--- src/rtl/adder_pipe_reg.sv ---
// Pipelined ripple-carry adder/subtractor: one CHUNK-bit slice per stage, carry handed
// forward one stage per enabled edge, with a valid/ready handshake and registered results.
module adder_pipe_reg #(
  parameter int WIDTH  = 32,
  parameter int STAGES = 4
) (
  input  logic             clk,
  input  logic             rst_n,
  input  logic             in_valid,
  output logic             in_ready,
  input  logic [WIDTH-1:0] a,
  input  logic [WIDTH-1:0] b,
  input  logic             ci,
  input  logic             sub,
  output logic             out_valid,
  input  logic             out_ready,
  output logic [WIDTH-1:0] s,
  output logic             co,
  output logic             ovf
);
  localparam int CHUNK = WIDTH / STAGES;

  logic             en;
  logic             accept;
  logic [WIDTH-1:0] b_eff;
  logic             c_eff;

  // The whole pipe advances together; it only freezes when a result is waiting unread.
  assign en       = out_ready | ~out_valid;
  assign in_ready = rst_n & en;
  assign accept   = in_valid & in_ready;
  assign b_eff    = b ^ {WIDTH{sub}};
  assign c_eff    = ci ^ sub;

  for (genvar k = 0; k < STAGES; k++) begin : stg
    localparam int REM_W = WIDTH - (k + 1) * CHUNK;

    logic [CHUNK-1:0]         a_c;
    logic [CHUNK-1:0]         b_c;
    logic                     cy_c;
    logic                     vld_c;
    logic [CHUNK:0]           add_c;
    logic [(k+1)*CHUNK-1:0]   sum_c;
    logic                     vld_p;
    logic                     cy_p;
    logic [(k+1)*CHUNK-1:0]   sum_p;

    assign add_c = {1'b0, a_c} + {1'b0, b_c} + {{CHUNK{1'b0}}, cy_c};

    if (k == 0) begin : src
      assign a_c   = a[CHUNK-1:0];
      assign b_c   = b_eff[CHUNK-1:0];
      assign cy_c  = c_eff;
      assign vld_c = accept;
      assign sum_c = add_c[CHUNK-1:0];
    end else begin : src
      assign a_c   = stg[k-1].skw.a_p[CHUNK-1:0];
      assign b_c   = stg[k-1].skw.b_p[CHUNK-1:0];
      assign cy_c  = stg[k-1].cy_p;
      assign vld_c = stg[k-1].vld_p;
      assign sum_c = {add_c[CHUNK-1:0], stg[k-1].sum_p};
    end

    // ---- stage k boundary: chunk sum, chunk carry and valid ----
    always_ff @(posedge clk) begin
      if (!rst_n) begin
        vld_p <= 1'b0;
        cy_p  <= 1'b0;
        sum_p <= '0;
      end else if (en) begin
        vld_p <= vld_c;
        cy_p  <= add_c[CHUNK];
        sum_p <= sum_c;
      end
    end

    // Operand bits not yet consumed ride along so each later stage sees its own chunk.
    if (REM_W > 0) begin : skw
      logic [REM_W-1:0] a_n;
      logic [REM_W-1:0] b_n;
      logic [REM_W-1:0] a_p;
      logic [REM_W-1:0] b_p;

      if (k == 0) begin : fwd
        assign a_n = a[WIDTH-1:CHUNK];
        assign b_n = b_eff[WIDTH-1:CHUNK];
      end else begin : fwd
        assign a_n = stg[k-1].skw.a_p[REM_W+CHUNK-1:CHUNK];
        assign b_n = stg[k-1].skw.b_p[REM_W+CHUNK-1:CHUNK];
      end

      always_ff @(posedge clk) begin
        if (!rst_n) begin
          a_p <= '0;
          b_p <= '0;
        end else if (en) begin
          a_p <= a_n;
          b_p <= b_n;
        end
      end
    end

    // Carry into the MSB is recovered as a^b^sum at that bit; overflow is it XOR carry-out.
    if (k == STAGES - 1) begin : fin
      logic ovf_c;
      logic ovf_p;

      assign ovf_c = a_c[CHUNK-1] ^ b_c[CHUNK-1] ^ add_c[CHUNK-1] ^ add_c[CHUNK];

      always_ff @(posedge clk) begin
        if (!rst_n) begin
          ovf_p <= 1'b0;
        end else if (en) begin
          ovf_p <= ovf_c;
        end
      end
    end
  end

  assign out_valid = stg[STAGES-1].vld_p;
  assign s         = stg[STAGES-1].sum_p;
  assign co        = stg[STAGES-1].cy_p;
  assign ovf       = stg[STAGES-1].fin.ovf_p;

endmodule

--- config.mk ---
export PLATFORM = sky130hd
export DESIGN_NAME = adder_pipe_reg
export DESIGN_NICKNAME = d
export VERILOG_FILES = /design/src/rtl/adder_pipe_reg.sv
export SDC_FILE = /design/constraint.sdc
export NUM_CORES = 1
export LEC_CHECK = 0
export CORE_AREA = 2 2 136 138
export CTS_BUF_LIST = sky130_fd_sc_hd__clkbuf_8
export CTS_CLUSTER_SIZE = 30
export DETAILED_ROUTE_END_ITERATION = 10
export DIE_AREA = 0 0 138 140
export GPL_ROUTABILITY_DRIVEN = 0
export MAX_ROUTING_LAYER = met4
export PLACE_DENSITY = 0.67
export SETUP_SLACK_MARGIN = 0.1
export SYNTH_ARGS = -nofsm -noshare
export SYNTH_HDL_FRONTEND = slang
export SYNTH_SLANG_ARGS = --single-unit
--- constraint.sdc ---
create_clock -name clk -period 5 [get_ports clk]
set_input_delay 1 -clock clk [delete_from_list [all_inputs] [get_ports clk]]
set_output_delay 1 -clock clk [all_outputs]
set_load 0.01 [all_outputs]
==> results.json, run 1 <==
{
  "outcome": "completed",
  "grt_overflow": 0,
  "insertedDiodeCount": 0,
  "die_area_sq_um": 19320,
  "startpoint": "out_ready",
  "use_met1": 0.2346,
  "finClkSkew_ps": 11.89,
  "grt_pass1_vias": 6003,
  "period_minus_slack_ps": 3576,
  "grt_usage": 0.1799,
  "drt_wl_total_um": 16510,
  "drive_gt1_frac": 0.04567,
  "fp.coreArea_sq_um": 17780,
  "synth_warnings": 0,
  "irDropWorstVdd_uv": 169.0,
  "crit_path_end_kind": "primary output",
  "cts_resized": 0,
  "syn_area_sq_um": 7950,
  "power_leakage_nw": 3.711,
  "root_buffer": "clkbuf_8",
  "syn_area_per_cell_sq_um": 8.171,
  "io_pins": 106,
  "insertion_delay_ps": 460,
  "place_area_sq_um": 9104,
  "synthDistinctLibCells": 40,
  "cp.depth": 5,
  "die_w_um": 138,
  "arrival_ps": 2580,
  "row_count": 49,
  "hold_viol": 0,
  "ys_async_sr_fraction": 0,
  "setup_viol": 0,
  "ctsHoldBuffers": 0,
  "crit_top_cell": "clkdlybuf4s50_1",
  "worstHoldStart": "stg[1].sum_p[12]$_SDFFE_PN0N_",
  "die_y_um": 140,
  "design_area_sq_um": 9475,
  "antenna_found_initial": 0,
  "post_cts_buffers": 0,
  "firstDrtPassIters": 4,
  "worstPathMaxFanout": 4,
  "slowest_delay_ps": 540,
  "use_met2": 0.2845,
  "clockBufferDepth": 2,
  "reg2reg_depth": 7,
  "clkSinkCount": 185,
  "vias_per_cell": 5.059,
  "cts_tree": "built",
  "cp_cell_sequence": "clkdlybuf4s50_1, nand2b_4, nand2_1, inv_1, clkdlybuf4s50_1",
  "r2r-start": "stg[2].cy_p$_SDFFE_PN0N_",
  "hpwl_um": 10650,
  "crit_end": "in_ready",
  "reg2reg_slack_ps": 2690,
  "routedWlPerCell_um": 12.90,
  "final_antenna_net_count": 0,
  "period_share": 0.7152,
  "syn2layout_area_growth_pct": 19.18,
  "max_freq_mhz": 279.6,
  "crit_family": "buffers and inverters",
  "crit_buf_inv": 3,
  "synth_top_flop_cell": "dfxtp_1",
  "synthCells": 973,
  "nNetsFinal": 1144,
  "cp_slowest_cell": "clkdlybuf4s50_1",
  "powerDensity_nw_per_um2": 312.4,
  "tightest_slew_ps": 1099,
  "cp.required_ps": 4000,
  "portBuffers": 105,
  "drv_cap": 0,
  "vias": 6475,
  "top_usage_layer": "met2",
  "cts_buffers": 17,
  "crit_type": "in -> out",
  "drcViolationCount": 0,
  "synth_nets": 1079,
  "cp-start-kind": "primary input",
  "rsz0062_at_grt": "false",
  "initial_utilization": 0.4471,
  "grt_pass1_wl_um": 28320,
  "met3_usage": 0.03521,
  "synth_enable_flop_cells": 0,
  "grt_max_degree": 145,
  "tns_ps": 0,
  "r2r_end": "ovf$_SDFFE_PN0N_",
  "cts.reportedPaths.clkPinSlew_ps": 90,
  "drt_iter0_drc": 458,
  "synth-seq-cells": 185,
  "worst_slew_margin_rel": 0.2674,
  "synth_seq_area_share": 0.4658,
  "drv_slew": 0,
  "worstHoldPathType": "reg -> reg",
  "htreeDepth": 4
}
[per-stage QoR]
| step | std cells | hold WS (ps) | setup WS [ps] | util | power [mW] |
|---|---|---|---|---|---|
| 4_1_cts | 1280 | 452.7 | 1421 | 0.5329 | 2.991 |
| 3_3_place_gp | 1248 | 436.5 | 1433 | 0.5120 | 2.036 |
| 3_5_place_dp | 1248 | 442.5 | 1446 | 0.5120 | 2.042 |
| 6_report | 1280 | 451.3 | 1424 | 0.5329 | 2.960 |
| 5_1_grt | 1280 | 471.8 | 1360 | 0.5329 | 3.113 |
| 2_1_floorplan | 973 | 432.1 | 1978 | - | 1.897 |
[state kept, by name (all words and copies together) (netlist names)]
| register | cells |
|---|---|
| ovf | 1 |
| stg.skw.a_p | 48 |
| s | 32 |
| out_valid | 1 |
| stg.sum_p | 48 |
| stg.skw.b_p | 48 |
| stg.vld_p | 3 |
| co | 1 |
| stg.cy_p | 3 |
[worst register-to-register path, delay by kind of cell, from the launching register on]
family | cells | cell delay, ps
xor+xnor | 1 | 200
compound gates | 3 | 550
flops | 1 | 360
fa+ha+maj | 2 | 910
simple gates | 1 | 140
[report_power, final]
part | leakage, nW | total [mW] | internal [mW] | switching [mW]
Clock | 0.199 | 0.954 | 0.436 | 0.517
Sequential | 1.52 | 1.62 | 1.57 | 0.0512
Combinational | 1.99 | 0.385 | 0.195 | 0.190
Total | 3.71 | 2.96 | 2.20 | 0.759
[area by class of cell]
class / count / area [sq um]
Tap cell: 229 / 286.5
Timing Repair Buffer: 115 / 1134
Clock inverter: 15 / 137.6
Fill cell: 1780 / 8304
Multi-Input combinational cell: 714 / 3956
Inverter: 5 / 23.77
Sequential cell: 185 / 3704
Clock buffer: 17 / 234.0
[metal layers]
metal,routed length (um),part of all wire
met2,7626,0.46
met5,0,0
met3,549,0.033
met4,154,0.0093
met1,8183,0.50
[placed cells by master, fill, tap and decap left out, types with 5 or more instances in the layout]
cell / netlist / routed
ha_1: 28 / 28
nand2_1: 280 / 280
o211ai_1: 9 / 9
a21o_1: 10 / 10
a31oi_1: 6 / 6
a21oi_1: 147 / 147
a211oi_1: 34 / 34
clkdlybuf4s50_1: 0 / 104
nor3_1: 8 / 8
nor2_1: 51 / 51
o21ai_0: 16 / 16
xnor2_1: 28 / 28
buf_4: 0 / 9
clkbuf_8: 0 / 17
clkinv_2: 0 / 5
or3_1: 7 / 7
fa_1: 8 / 8
xor2_1: 9 / 9
dfxtp_1: 185 / 185
inv_1: 5 / 7
nand3_1: 22 / 22
[worst min-delay path by stage]
| stage | endpoint | slack [ps] | cells past startpoint |
|---|---|---|---|
| 6_report | stg[2].sum_p[12]$_SDFFE_PN0N_ | 450 | 2 |
| 5_1_grt | stg[1].sum_p[5]$_SDFFE_PN0N_ | 470 | 2 |
| 4_1_cts | stg[2].sum_p[12]$_SDFFE_PN0N_ | 450 | 2 |
| 3_5_place_dp | s[4]$_SDFFE_PN0N_ | 440 | 2 |
| 3_3_place_gp | s[0]$_SDFFE_PN0N_ | 440 | 2 |
| 2_1_floorplan | stg[0].skw.a_p[10]$_SDFFE_PN0N_ | 430 | 2 |
[Yosys cell counts, types with 7 or more instances]
cell type	n	share of area
nand2_1	280	0.13
dfxtp_1	185	0.47
a21oi_1	147	0.093
nor2_1	51	0.024
clkbuf_1	39	0.018
a211oi_1	34	0.032
ha_1	28	0.044
xnor2_1	28	0.031
buf_2	22	0.014
nand3_1	22	0.014
o21ai_0	16	0.010
a21o_1	10	0.0094
o211ai_1	9	0.0085
xor2_1	9	0.0099
buf_1	8	0.0038
fa_1	8	0.020
nor3_1	8	0.0050
or3_1	7	0.0055
[logic make-up (layout without fill, tap and decap cells)]
group	after synthesis	count (layout)	share of synthesized area
multiplexers	3	3	0.003777
XOR/XNOR	37	37	0.04076
flip-flops	185	185	0.4658
AND/OR/NAND/NOR	394	394	0.2038
AO/OA/AOI/OAI	244	244	0.1832
adder cells (fa/ha/maj)	36	36	0.06421
buffers and inverters	74	152	0.03840
Power figures use the tool's default switching activity.
==> run 2: changes to the inputs <==
--- a/config.mk
+++ b/config.mk
@@ -12,7 +12,7 @@
 export DIE_AREA = 0 0 138 140
 export GPL_ROUTABILITY_DRIVEN = 0
 export MAX_ROUTING_LAYER = met4
-export PLACE_DENSITY = 0.67
+export PLACE_DENSITY = 0.69
 export SETUP_SLACK_MARGIN = 0.1
 export SYNTH_ARGS = -nofsm -noshare
 export SYNTH_HDL_FRONTEND = slang
==> constraint.sdc (replaced) <==
create_clock -name clk -period 3.1 [get_ports clk]
set_input_delay 0.62 -clock clk [delete_from_list [all_inputs] [get_ports clk]]
set_output_delay 0.62 -clock clk [all_outputs]
set_load 0.01 [all_outputs]
==> run 2 against run 1 <==
- sequential cell count unchanged
- critical endpoint unchanged
- critical path depth unchanged
- sequential share of layout area down 0.29 points
- first-iteration DRC count down 16%
- via count up 0.22%
- global-route usage up 0.39 points
==> results.json, run 2 (synthesized netlist as in run 1, its figures left out) <==
{
  "drt_iter0_drc": 387,
  "hpwl_um": 11130,
  "tightest_slew_ps": 832.1,
  "row_count": 49,
  "post_cts_buffers": 0,
  "cts_resized": 0,
  "worstPathMaxFanout": 2,
  "setup_viol": 0,
  "max_freq_mhz": 365.5,
  "cts.reportedPaths.clkPinSlew_ps": 90,
  "use_met1": 0.2483,
  "drcViolationCount": 0,
  "ctsHoldBuffers": 0,
  "grt_usage": 0.1839,
  "hold_viol": 0,
  "crit_path_end_kind": "primary output",
  "grt_overflow": 0,
  "antenna_found_initial": 0,
  "arrival_ps": 2120,
  "irDropWorstVdd_uv": 262.2,
  "powerDensity_nw_per_um2": 495.5,
  "fp.coreArea_sq_um": 17780,
  "die_area_sq_um": 19320,
  "htreeDepth": 4,
  "rsz0062_at_grt": "false",
  "period_share": 0.8826,
  "vias": 6489,
  "drv_cap": 0,
  "die_y_um": 140,
  "cts_buffers": 17,
  "portBuffers": 105,
  "firstDrtPassIters": 4,
  "die_w_um": 138,
  "outcome": "completed",
  "grt_max_degree": 207,
  "vias_per_cell": 5.050,
  "met3_usage": 0.03692,
  "hold_ws_ps": 448.3,
  "routedWlPerCell_um": 13.24,
  "drv_slew": 0,
  "insertedDiodeCount": 0,
  "tns_ps": 0,
  "insertion_delay_ps": 470,
  "cp-start-kind": "primary input",
  "cts_tree": "built",
  "clockBufferDepth": 2,
  "power_leakage_nw": 3.745,
  "period_minus_slack_ps": 2736,
  "worst_slew_margin_rel": 0.4453,
  "layout_common_cells": "280 x nand2_1, 185 x dfxtp_1, 147 x a21oi_1",
  "syn2layout_area_growth_pct": 20.07,
  "layout_commonest_cell": "nand2_1",
  "drive_gt1_frac": 0.05114,
  "nNetsFinal": 1150,
  "final_antenna_net_count": 0,
  "drt_wl_total_um": 17010,
  "finalPower_mw": 4.729,
  "crit_type": "in -> out",
  "initial_utilization": 0.4471,
  "cp.required_ps": 2480,
  "grt_pass1_vias": 5839,
  "root_buffer": "clkbuf_8",
  "finClkSkew_ps": 15.16,
  "top_usage_layer": "met2",
  "grt_pass1_wl_um": 28650,
  "io_pins": 106,
  "use_met2": 0.2754,
  "worstHoldPathType": "reg -> reg",
  "clkSinkCount": 185,
  "largestRegisters": "stg.skw.a_p: 48 flops, stg.skw.b_p: 48 flops, stg.sum_p: 48 flops"
}
## run 2: cell types whose count changed in the layout (fill, tap and decap cells not counted), sizes merged
cell | previous run | this run
clkinv | 7 | 4
bufinv | 2 | 0
clkbuf | 17 | 21
buf | 11 | 17
## run 2: power breakdown
group          leakage (nW)  switching, mW  internal (mW)
clock network         0.189          0.848          0.637
logic                  2.04          0.308          0.320
registers              1.52         0.0844           2.53
## run 2: stage by stage
stage	cells	instance area, sq um	worst slack [ps]	utilization
after global routing	1285	9545	280.8	0.5369
after floorplan	973	7950	458.3	-
after CTS	1285	9545	335.3	0.5369
final	1285	9545	363.8	0.5369
after global placement	1254	9186	285.6	0.5167
after detailed placement	1254	9186	228.6	0.5167
## run 2: area by class of cell
type | count | area, sq um
Timing Repair Buffer | 121 | 1216
Tap cell | 229 | 286.5
Sequential cell | 185 | 3704
Inverter | 5 | 23.77
Multi-Input combinational cell | 714 | 3956
Clock buffer | 21 | 289.0
Clock inverter | 10 | 70.07
Fill cell | 1724 | 8234
## run 2: critical path: stages
cell and delay (ps):
clkdlybuf4s50_1 530, nand2b_4 170, nand2_1 170, inv_1 90, clkdlybuf4s50_1 530
## run 2: worst paths after layout
| path | slack [ps] | from | end | cells past startpoint |
|---|---|---|---|---|
| min reg2reg | 450 | stg[0].sum_p[4]$_SDFFE_PN0N_ | stg[1].sum_p[4]$_SDFFE_PN0N_ | 2 |
| min | 450 | stg[0].sum_p[4]$_SDFFE_PN0N_ | stg[1].sum_p[4]$_SDFFE_PN0N_ | 2 |
| max reg2reg | 770 | stg[2].cy_p$_SDFFE_PN0N_ | ovf$_SDFFE_PN0N_ | 7 |
| max | 360 | out_ready | in_ready | 5 |
## run 2: layer usage
layer	vias to the layer above	wire, um
li1	3442	-
met1	2933	8535
met2	92	7700
met3	22	484
met4	0	287
met5	-	0
==> run 3: changes to the inputs <==
--- a/config.mk
+++ b/config.mk
@@ -5,6 +5,7 @@
 export SDC_FILE = /design/constraint.sdc
 export NUM_CORES = 1
 export LEC_CHECK = 0
+export ABC_CLOCK_PERIOD_IN_PS = 3100
 export CORE_AREA = 2 2 136 138
 export CTS_BUF_LIST = sky130_fd_sc_hd__clkbuf_8
 export CTS_CLUSTER_SIZE = 30
==> results of run 3 <==
Same layout as run 2: the final DEF is identical, and so are final timing and power.
